### src/rtl/i2c_arb_if.sv
// Request/response and I2C-master handshake bundle for i2c_arb.
// The slave modport is the arbiter's view; the master modport is the view of
// the surrounding logic (requesters plus the I2C master engine).
interface i2c_arb_if #(
  parameter int N_REQ = 4
);
  logic [N_REQ-1:0]   req_val_i;
  logic [7*N_REQ-1:0] req_daddr_i;
  logic [8*N_REQ-1:0] req_addr_i;
  logic [8*N_REQ-1:0] req_data_i;
  logic [N_REQ-1:0]   req_wen_i;
  logic [N_REQ-1:0]   req_rdy_o;
  logic [N_REQ-1:0]   rsp_val_o;
  logic               rsp_err_o;
  logic [7:0]         rsp_data_o;
  logic [N_REQ-1:0]   rsp_rdy_i;
  logic               m_val_o;
  logic [6:0]         m_daddr_o;
  logic [7:0]         m_addr_o;
  logic [7:0]         m_data_o;
  logic               m_wen_o;
  logic               m_rdy_i;
  logic               m_val_i;
  logic               m_err_i;
  logic [7:0]         m_data_i;
  logic               m_rdy_o;

  modport slave (
    input  req_val_i, req_daddr_i, req_addr_i, req_data_i, req_wen_i, rsp_rdy_i,
           m_rdy_i, m_val_i, m_err_i, m_data_i,
    output req_rdy_o, rsp_val_o, rsp_err_o, rsp_data_o,
           m_val_o, m_daddr_o, m_addr_o, m_data_o, m_wen_o, m_rdy_o
  );

  modport master (
    output req_val_i, req_daddr_i, req_addr_i, req_data_i, req_wen_i, rsp_rdy_i,
           m_rdy_i, m_val_i, m_err_i, m_data_i,
    input  req_rdy_o, rsp_val_o, rsp_err_o, rsp_data_o,
           m_val_o, m_daddr_o, m_addr_o, m_data_o, m_wen_o, m_rdy_o
  );
endinterface

### src/rtl/i2c_arb.sv
// Round-robin arbiter and NACK retry sequencer in front of a single I2C master.
// One transaction is outstanding at a time; the captured request fields are
// replayed on each retry so the requester is handshaked exactly once.
module i2c_arb #(
  parameter int N_REQ   = 4,
  parameter int RETRIES = 2
) (
  input  logic        clk_i,
  input  logic        rst_ni,
  i2c_arb_if.slave    bus
);
  localparam int IW = (N_REQ > 1) ? $clog2(N_REQ) : 1;

  typedef enum logic [1:0] {IDLE, ISSUE, WAIT, RESP} state_e;

  state_e            state_q, state_d;
  logic [IW-1:0]     last_q, last_d;
  logic [IW-1:0]     grant_q, grant_d;
  logic [2:0]        retry_q, retry_d;
  logic [6:0]        daddr_q, daddr_d;
  logic [7:0]        addr_q, addr_d;
  logic [7:0]        data_q, data_d;
  logic              wen_q, wen_d;
  logic              rsp_err_q, rsp_err_d;
  logic [7:0]        rsp_data_q, rsp_data_d;

  logic              found_s;
  logic [IW-1:0]     pick_s;
  logic [IW-1:0]     idx_s;
  logic [N_REQ-1:0]  req_rdy_s;
  logic              issue_s;

  // Pick the first valid requester after the last one served (wrapping).
  always_comb begin
    found_s = 1'b0;
    pick_s  = '0;
    idx_s   = '0;
    for (int i = 1; i <= N_REQ; i++) begin
      idx_s = IW'((int'(last_q) + i) % N_REQ);
      if (!found_s && bus.req_val_i[idx_s]) begin
        found_s = 1'b1;
        pick_s  = idx_s;
      end else begin
        found_s = found_s;
      end
    end
  end

  // Next-state logic for the sequencer and its held transaction fields.
  always_comb begin
    state_d    = state_q;
    last_d     = last_q;
    grant_d    = grant_q;
    retry_d    = retry_q;
    daddr_d    = daddr_q;
    addr_d     = addr_q;
    data_d     = data_q;
    wen_d      = wen_q;
    rsp_err_d  = rsp_err_q;
    rsp_data_d = rsp_data_q;
    req_rdy_s  = '0;
    case (state_q)
      IDLE: begin
        if (found_s) begin
          req_rdy_s[pick_s] = 1'b1;
          grant_d = pick_s;
          retry_d = 3'd0;
          daddr_d = bus.req_daddr_i[int'(pick_s)*7 +: 7];
          addr_d  = bus.req_addr_i[int'(pick_s)*8 +: 8];
          data_d  = bus.req_data_i[int'(pick_s)*8 +: 8];
          wen_d   = bus.req_wen_i[pick_s];
          state_d = ISSUE;
        end else begin
          state_d = IDLE;
        end
      end
      ISSUE: begin
        if (bus.m_rdy_i) begin
          state_d = WAIT;
        end else begin
          state_d = ISSUE;
        end
      end
      WAIT: begin
        if (bus.m_val_i) begin
          rsp_err_d  = bus.m_err_i;
          rsp_data_d = bus.m_data_i;
          // A NACK with retries left replays the held fields.
          if (bus.m_err_i && (retry_q < 3'(RETRIES))) begin
            retry_d = retry_q + 3'd1;
            state_d = ISSUE;
          end else begin
            state_d = RESP;
          end
        end else begin
          state_d = WAIT;
        end
      end
      RESP: begin
        if (bus.rsp_rdy_i[grant_q]) begin
          last_d  = grant_q;
          state_d = IDLE;
        end else begin
          state_d = RESP;
        end
      end
      default: begin
        state_d = IDLE;
      end
    endcase
  end

  // State and holding registers; reset makes requester 0 the first winner.
  always_ff @(posedge clk_i or negedge rst_ni) begin
    if (!rst_ni) begin
      state_q    <= IDLE;
      last_q     <= IW'(N_REQ - 1);
      grant_q    <= '0;
      retry_q    <= 3'd0;
      daddr_q    <= 7'd0;
      addr_q     <= 8'd0;
      data_q     <= 8'd0;
      wen_q      <= 1'b0;
      rsp_err_q  <= 1'b0;
      rsp_data_q <= 8'd0;
    end else begin
      state_q    <= state_d;
      last_q     <= last_d;
      grant_q    <= grant_d;
      retry_q    <= retry_d;
      daddr_q    <= daddr_d;
      addr_q     <= addr_d;
      data_q     <= data_d;
      wen_q      <= wen_d;
      rsp_err_q  <= rsp_err_d;
      rsp_data_q <= rsp_data_d;
    end
  end

  // Master request fields are driven only while a request is being offered.
  assign issue_s       = (state_q == ISSUE);
  assign bus.m_val_o   = issue_s;
  assign bus.m_daddr_o = issue_s ? daddr_q : 7'd0;
  assign bus.m_addr_o  = issue_s ? addr_q  : 8'd0;
  assign bus.m_data_o  = issue_s ? data_q  : 8'd0;
  assign bus.m_wen_o   = issue_s ? wen_q   : 1'b0;
  assign bus.m_rdy_o   = (state_q == WAIT);
  assign bus.rsp_val_o = (state_q == RESP) ? (N_REQ'(1) << grant_q) : '0;
  assign bus.rsp_err_o = rsp_err_q;
  assign bus.rsp_data_o = rsp_data_q;
  assign bus.req_rdy_o = req_rdy_s;
endmodule

### src/flat_wrapper.sv
// flat-port wrapper written by rule: the top's interface ports become plain ports
module i2c_arb_flat 
#(
  parameter int N_REQ   = 4,
  parameter int RETRIES = 2
)
  (clk_i, rst_ni, bus_req_val_i, bus_req_daddr_i, bus_req_addr_i, bus_req_data_i, bus_req_wen_i, bus_rsp_rdy_i, bus_m_rdy_i, bus_m_val_i, bus_m_err_i, bus_m_data_i, bus_req_rdy_o, bus_rsp_val_o, bus_rsp_err_o, bus_rsp_data_o, bus_m_val_o, bus_m_daddr_o, bus_m_addr_o, bus_m_data_o, bus_m_wen_o, bus_m_rdy_o);
  i2c_arb_if #(.N_REQ(N_REQ)) bus_i ();
  input  logic clk_i;
  input  logic rst_ni;
  input wire logic [$bits(bus_i.req_val_i)-1:0] bus_req_val_i;
  input wire logic [$bits(bus_i.req_daddr_i)-1:0] bus_req_daddr_i;
  input wire logic [$bits(bus_i.req_addr_i)-1:0] bus_req_addr_i;
  input wire logic [$bits(bus_i.req_data_i)-1:0] bus_req_data_i;
  input wire logic [$bits(bus_i.req_wen_i)-1:0] bus_req_wen_i;
  input wire logic [$bits(bus_i.rsp_rdy_i)-1:0] bus_rsp_rdy_i;
  input wire logic [$bits(bus_i.m_rdy_i)-1:0] bus_m_rdy_i;
  input wire logic [$bits(bus_i.m_val_i)-1:0] bus_m_val_i;
  input wire logic [$bits(bus_i.m_err_i)-1:0] bus_m_err_i;
  input wire logic [$bits(bus_i.m_data_i)-1:0] bus_m_data_i;
  output wire logic [$bits(bus_i.req_rdy_o)-1:0] bus_req_rdy_o;
  output wire logic [$bits(bus_i.rsp_val_o)-1:0] bus_rsp_val_o;
  output wire logic [$bits(bus_i.rsp_err_o)-1:0] bus_rsp_err_o;
  output wire logic [$bits(bus_i.rsp_data_o)-1:0] bus_rsp_data_o;
  output wire logic [$bits(bus_i.m_val_o)-1:0] bus_m_val_o;
  output wire logic [$bits(bus_i.m_daddr_o)-1:0] bus_m_daddr_o;
  output wire logic [$bits(bus_i.m_addr_o)-1:0] bus_m_addr_o;
  output wire logic [$bits(bus_i.m_data_o)-1:0] bus_m_data_o;
  output wire logic [$bits(bus_i.m_wen_o)-1:0] bus_m_wen_o;
  output wire logic [$bits(bus_i.m_rdy_o)-1:0] bus_m_rdy_o;
  assign bus_i.req_val_i = bus_req_val_i;
  assign bus_i.req_daddr_i = bus_req_daddr_i;
  assign bus_i.req_addr_i = bus_req_addr_i;
  assign bus_i.req_data_i = bus_req_data_i;
  assign bus_i.req_wen_i = bus_req_wen_i;
  assign bus_i.rsp_rdy_i = bus_rsp_rdy_i;
  assign bus_i.m_rdy_i = bus_m_rdy_i;
  assign bus_i.m_val_i = bus_m_val_i;
  assign bus_i.m_err_i = bus_m_err_i;
  assign bus_i.m_data_i = bus_m_data_i;
  assign bus_req_rdy_o = bus_i.req_rdy_o;
  assign bus_rsp_val_o = bus_i.rsp_val_o;
  assign bus_rsp_err_o = bus_i.rsp_err_o;
  assign bus_rsp_data_o = bus_i.rsp_data_o;
  assign bus_m_val_o = bus_i.m_val_o;
  assign bus_m_daddr_o = bus_i.m_daddr_o;
  assign bus_m_addr_o = bus_i.m_addr_o;
  assign bus_m_data_o = bus_i.m_data_o;
  assign bus_m_wen_o = bus_i.m_wen_o;
  assign bus_m_rdy_o = bus_i.m_rdy_o;
  i2c_arb #(.N_REQ(N_REQ), .RETRIES(RETRIES)) u_core (.clk_i(clk_i), .rst_ni(rst_ni), .bus(bus_i));
endmodule
### config.mk
export PLATFORM = sky130hd
export DESIGN_NAME = i2c_arb_flat
export DESIGN_NICKNAME = d
export VERILOG_FILES = /design/src/rtl/i2c_arb_if.sv /design/src/rtl/i2c_arb.sv /design/src/flat_wrapper.sv
export SDC_FILE = /design/constraint.sdc
export NUM_CORES = 1
export LEC_CHECK = 0
export BUFFER_PORTS_ARGS = -buffer_cell sky130_fd_sc_hd__buf_2
export CORE_MARGIN = 8
export CORE_UTILIZATION = 40
export DETAILED_ROUTE_END_ITERATION = 12
export GPL_TIMING_DRIVEN = 0
export MAX_ROUTING_LAYER = met4
export PLACE_DENSITY = 0.77
export SLEW_MARGIN = 30
export SYNTH_ARGS = -nofsm -noshare
export SYNTH_HDL_FRONTEND = slang
export SYNTH_SLANG_ARGS = --single-unit
export TNS_END_PERCENT = 5
### constraint.sdc
create_clock -name clk_i -period 2.6 [get_ports clk_i]
set_input_delay 0.78 -clock clk_i [delete_from_list [all_inputs] [get_ports clk_i]]
set_output_delay 0.78 -clock clk_i [all_outputs]
set_load 0.05 [all_outputs]
Yosys cells after proc, flatten, opt, wreduce, memory -nomap -nowiden. Index checks and enable logic that the tools add are counted.

Register bits: 42. Memory bits (read-only): 0. Memories: 0. Output and inout port bits: 43. RAM bits: 0. Input bits: 117. Bits in latches: 0.

Equality and inequality tests: 6. Div/mod/pow operators: 0. Magnitude comparators: 8. Bitwise gates (word level): 0. Multiply operators: 1. $add $sub $neg: 5. Shift operators: 4. Mux-type cells: 39. Reductions and logical operators: 14.

Operator list (number): $shiftx A32 B6 Y8 (2); $shiftx A28 B32 Y7 (1); $lt A2 B3 Y1 const B (6); $mux W2 (8); $mux W8 (2); $mux W1 (13); $bmux W1 S2 (6); $mux W4 (3); $mux W3 (3); $pmux W2 S4 (1); $mux W7 (1); $pmux W3 S2 (1); $reduce_and A2 Y1 (3); $logic_and A1 B1 Y1 (5); $mul A2 B3 Y5 const B (1); $add A2 B1 Y2 const B (2); $add A2 B2 Y2 const B (2); $eq A2 B2 Y1 const B (2); $ne A2 B1 Y1 const B (2); $reduce_and A4 Y1 (1); $shl A1 B2 Y4 const A (1); $add A3 B1 Y3 const B (1); $logic_not A1 Y1 (3); $lt A3 B2 Y1 const B (1); 6 further kinds (6).

Logic depth before layout (Yosys ltp).
Word-level depth: 19. Gate-level depth with buffers: 8. Mapped depth without buffers: 5.

Worst setup path after synthesis. No wires, ideal clock.

Path kind: input to output. Start: in bus_req_val_i[2]. End: out bus_req_rdy_o[1]. Path buffers: 3. Stages: 7. Slack: -0.566 ns. Arrival: 2.386 ns. Cells stage by stage: nand2b_1 > o22ai_1 > a21o_1 > buf_6 > buf_12 > buf_6 > nor2b_1.

Cells in the longest elaborated chain, start to end: 18.

RTL lines: start, declared (line flat_wrapper.sv:11) `input wire logic [$bits(bus_i.req_val_i)-1:0] bus_req_val_i;`; $bmux W1 S2 (line i2c_arb.sv:40) `if (!found_s && bus.req_val_i[idx_s]) begin`; $mux W1 (not written as such) (line i2c_arb.sv:40); $mux W1 (line i2c_arb.sv:40); $logic_not A1 Y1 (line i2c_arb.sv:40); $logic_and A1 B1 Y1 (line i2c_arb.sv:40); $mux W1 (line i2c_arb.sv:40); $logic_not A1 Y1 (line i2c_arb.sv:40); $logic_and A1 B1 Y1 (line i2c_arb.sv:40); (+2 left out); $logic_and A1 B1 Y1 (line i2c_arb.sv:40); $mux W2 (line i2c_arb.sv:40); $lt A2 B3 Y1 (not written as such) / $ge A2 B1 Y1 (equally long branches) (line i2c_arb.sv:65) `req_rdy_s[pick_s] = 1'b1;`; $logic_and A1 B1 Y1 (not written as such) (line i2c_arb.sv:65); $mux W1 (not written as such) (line i2c_arb.sv:65); $demux W1 S2; $mux W4 * (line i2c_arb.sv:64) `if (found_s) begin`; $mux W4 * (line i2c_arb.sv:62) `case (state_q)`; end, declared (line flat_wrapper.sv:21) `output wire logic [$bits(bus_i.req_rdy_o)-1:0] bus_req_rdy_o;`.

Mark *: on every way between the ends. The rest lies on a longest branch, timed or not. The select of a mux whose other input is x is not followed.

Final worst setup path.
Start: in bus_req_val_i[3]. End: out bus_req_rdy_o[3].

Same word-level chain as after synthesis.

==> metrics.cfg <==
[outcome]
status = finished with violations
violations = setup timing

[synth]
syn_area_um2 = 2840
netlist_instances = 281
ys_async_sr_fraction_pct = 100
synth-edff-count = 0
ys_warn_count = 0
yosys.area.top_type = dfrtp_1
syn_nets = 399
ys_top_cells_by_area = dfrtp_1 (35%), mux2_2 (13%), mux2i_1 (8.5%)
syn_avg_cell_area_um2 = 10.1
seq_area_frac_synth_pct = 37.1
ys.flop_type = dfrtp_1
synth_seq_cells = 42
yosysUniqueCellTypes = 35
netlist.area_leader.share_pct = 35.3

[place]
gp_congestion = 0.818
place_area_um2 = 3810
numPortBuffers = 159
dp_hpwl_mm = 7.76

[clocking]
clkSlewWorstSetupHoldPaths_ns = 0.09
insertion_delay_ns = 0.30
cts_tree = yes
ctsHtreeMaxLevel = 2
cts_sinks = 42
cts_buffer_depth = 2
hold_buffers = 0
cts-root-buf = clkbuf_8
cts_buffers = 5

[cells_and_area]
nFillCells = 610
multi_input_area_um2 = 1700
fin_nets = 580
design_area_um2 = 4170
seq_area_um2 = 1050
diodes = 0
post-route-util_pct = 61.0
area_delta_synth_final_pct = 47.0
layout-drive-gt1-share_pct = 55.9

[timing]
fin_crit_sh_pct = 103
layout_min_cycle_time_ns = 2.69
fin_ws_ns = -0.0869
hold_viol = 0
tightest_slew_ns = 0.543
finalSetupViolations = 4
relSlewSlack_pct = 63.8
rsz0062_at_grt = yes
fin_skew_ns = 0.0117
fmax_mhz = 372
slew_viol_final = 0

[global_routing]
antenna_found_initial = 0
grt_pass1_wl_mm = 15.7
grt_max_degree = 43
grt_pass1_vias = 3258
grt.total_usage_pct = 20.0
grt_overflow = 0

[die]
dieArea_um2 = 10000
ioPinCount = 160
fp.dieH_um = 100
rows = 30
core_area_um2 = 6830
fp.dieW_um = 100
initial_core_util_pct = 41.5

[routing]
viasPerCell = 5.28
drc = 0
firstDrtPassIters = 4
ant_nets = 0
post_drt_wl_per_cell_um = 18.0
drtIter0Drc = 132
wl_mm = 10.1
vias = 2953

[worst_hold_path]
hp-class = primary input to asynchronous set/reset pin

[power]
power_leakage_nw = 2.11
max-vdd-ir-drop_mv = 0.893
cellPowerDensity_nw_per_um2 = 1260
internal_power_w = 0.00265
p_sw_w = 0.00260
clkPwrFrac_pct = 9.9
power_frac_comb_pct = 67.5
seqPwrFrac_pct = 22.5
switching_share_pct = 49.6

[setup_path]
cp.arrival_ns = 1.91
cp_max_fo = 5
cp-start-kind = primary input
critPathTopFamily = simple AND/OR/NAND/NOR gates
path_buf_inv = 3
endpoint_kind = primary output
cp_cell_sequence = buf_6, and3b_2, o31ai_4, buf_4, nor3_4, and2_4, buf_8
crit_type = primary input to primary output
critical-path-max-stage-delay_ns = 0.28
r2r_setup_slack_ns = 0.10
cpMaxStageDelayCell = o31ai_4
required_ns = 1.82

[job]
maxCapViolCount = 0

==> flip-flops by register name (all words and copies together), names as in the netlist <==
signal,cells
u_core.addr_q,8
u_core.bus.rsp_data_o,8
u_core.bus.rsp_err_o,1
u_core.daddr_q,7
u_core.data_q,8
u_core.grant_q,2
u_core.last_q,2
u_core.retry_q,3
u_core.state_q,2
u_core.wen_q,1
==> per-layer routing <==
metal / track usage [%] / wire length [um]
met5: - / 0
met4: 4.88 / 167
met3: 5.47 / 858
met2: 33.5 / 4760
met1: 23.2 / 4280
==> power groups by stage <==
| stage | sequential (W) | combinational, W | clock, W |
|---|---|---|---|
| after floorplan | 0.00137 | 0.00226 | 0 |
| after global placement | 0.00115 | 0.00323 | 0 |
| after detailed placement | 0.00116 | 0.00329 | 0 |
| after CTS | 0.00117 | 0.00351 | 0.000534 |
| after global routing | 0.00123 | 0.00376 | 0.000555 |
| final | 0.00118 | 0.00355 | 0.000521 |
==> logic make-up (layout without fill, tap and decap cells) <==
logic type      Yosys count  in the layout  share of synthesized area, %
simple gates            106            106                          20.2
mux                      59             59                          22.8
compound gates           42             42                          12.7
flops                    42             42                          37.1
buf+inv                  31            213                          6.75
fa+ha+maj                 1              1                         0.441
==> cell usage after synthesis, types with 3 or more instances <==
cell type and count:
nor3_1 3, o21ai_0 7, nand3_1 47, nand2_1 9, buf_2 10, dfrtp_1 40
a221o_1 22, buf_6 4, nor2b_1 5, inv_1 6, clkbuf_1 9, and2_1 27
mux2_2 32, nor2_1 7, mux2i_1 24
==> path summary, 6_finish.rpt <==
| kind | start | end | depth (start not counted) |
|---|---|---|---|
| min in group clk_i | u_core.daddr_q[0]$_DFFE_PN0P_ | u_core.daddr_q[0]$_DFFE_PN0P_ | 1 |
| worst min register to register | u_core.daddr_q[0]$_DFFE_PN0P_ | u_core.daddr_q[0]$_DFFE_PN0P_ | 1 |
| worst max-delay path | bus_req_val_i[3] | bus_req_rdy_o[3] | 7 |
| max in group asynchronous | rst_ni | u_core.state_q[0]$_DFF_PN0_ | 1 |
| worst max register to register | u_core.last_q[1]$_DFFE_PN1P_ | u_core.addr_q[4]$_DFFE_PN0P_ | 9 |
| worst min-delay path | rst_ni | u_core.grant_q[1]$_DFFE_PN0P_ | 1 |
==> cell usage in the layout, fill, tap and decap left out, drive strengths merged, types with 2 or more instances in the layout <==
| cell | count |
|---|---|
| a211o | 2 |
| a211oi | 2 |
| a21oi | 2 |
| a221o | 22 |
| and2 | 27 |
| and2b | 2 |
| buf | 189 |
| clkbuf | 16 |
| dfrtp | 40 |
| dfstp | 2 |
| inv | 6 |
| mux2 | 34 |
| mux2i | 24 |
| nand2 | 9 |
| nand2b | 2 |
| nand3 | 47 |
| nor2 | 7 |
| nor2b | 5 |
| nor3 | 3 |
| o21ai | 8 |
| o221a | 2 |
==> area by class of cell <==
cell class,count,share of cell area [%]
clock inverters,2,0.900
plain buffers,19,3.27
inverters,6,0.540
clock buffers,6,1.74
flip-flops and latches,42,25.3
multi-input cells,208,40.7
repair buffers,180,24.7
well taps,96,2.88
==> worst register-to-register path: cells and delay by family (launching register included) <==
family	cells	cell delay (ns)
flip-flops	1	0.61
multiplexers	2	0.58
AO/OA/AOI/OAI	3	0.60
buffers and inverters	4	0.59
==> stage by stage <==
| step | worst slack, ns | cells | power [W] | setup TNS [ns] | hold slack (ns) |
|---|---|---|---|---|---|
| floorplan | -0.108 | 281 | 0.00364 | -0.355 | 0.463 |
| global placement | -0.803 | 536 | 0.00438 | -4.37 | 0.485 |
| detailed placement | -0.829 | 536 | 0.00445 | -5.61 | 0.492 |
| CTS | -0.133 | 555 | 0.00522 | -0.481 | 0.513 |
| global route | -0.145 | 559 | 0.00554 | -0.547 | 0.504 |
| finish | -0.0869 | 559 | 0.00525 | -0.291 | 0.454 |
==> repair_timing <==
item / CTS / global route
endpoints found under the setup margin: 29 / 24
pin swaps: 6 / 6
buffers inserted: 14 / 7
gates resized for setup: 35 / 18
No activity file was read; power rests on OpenSTA's default activity.
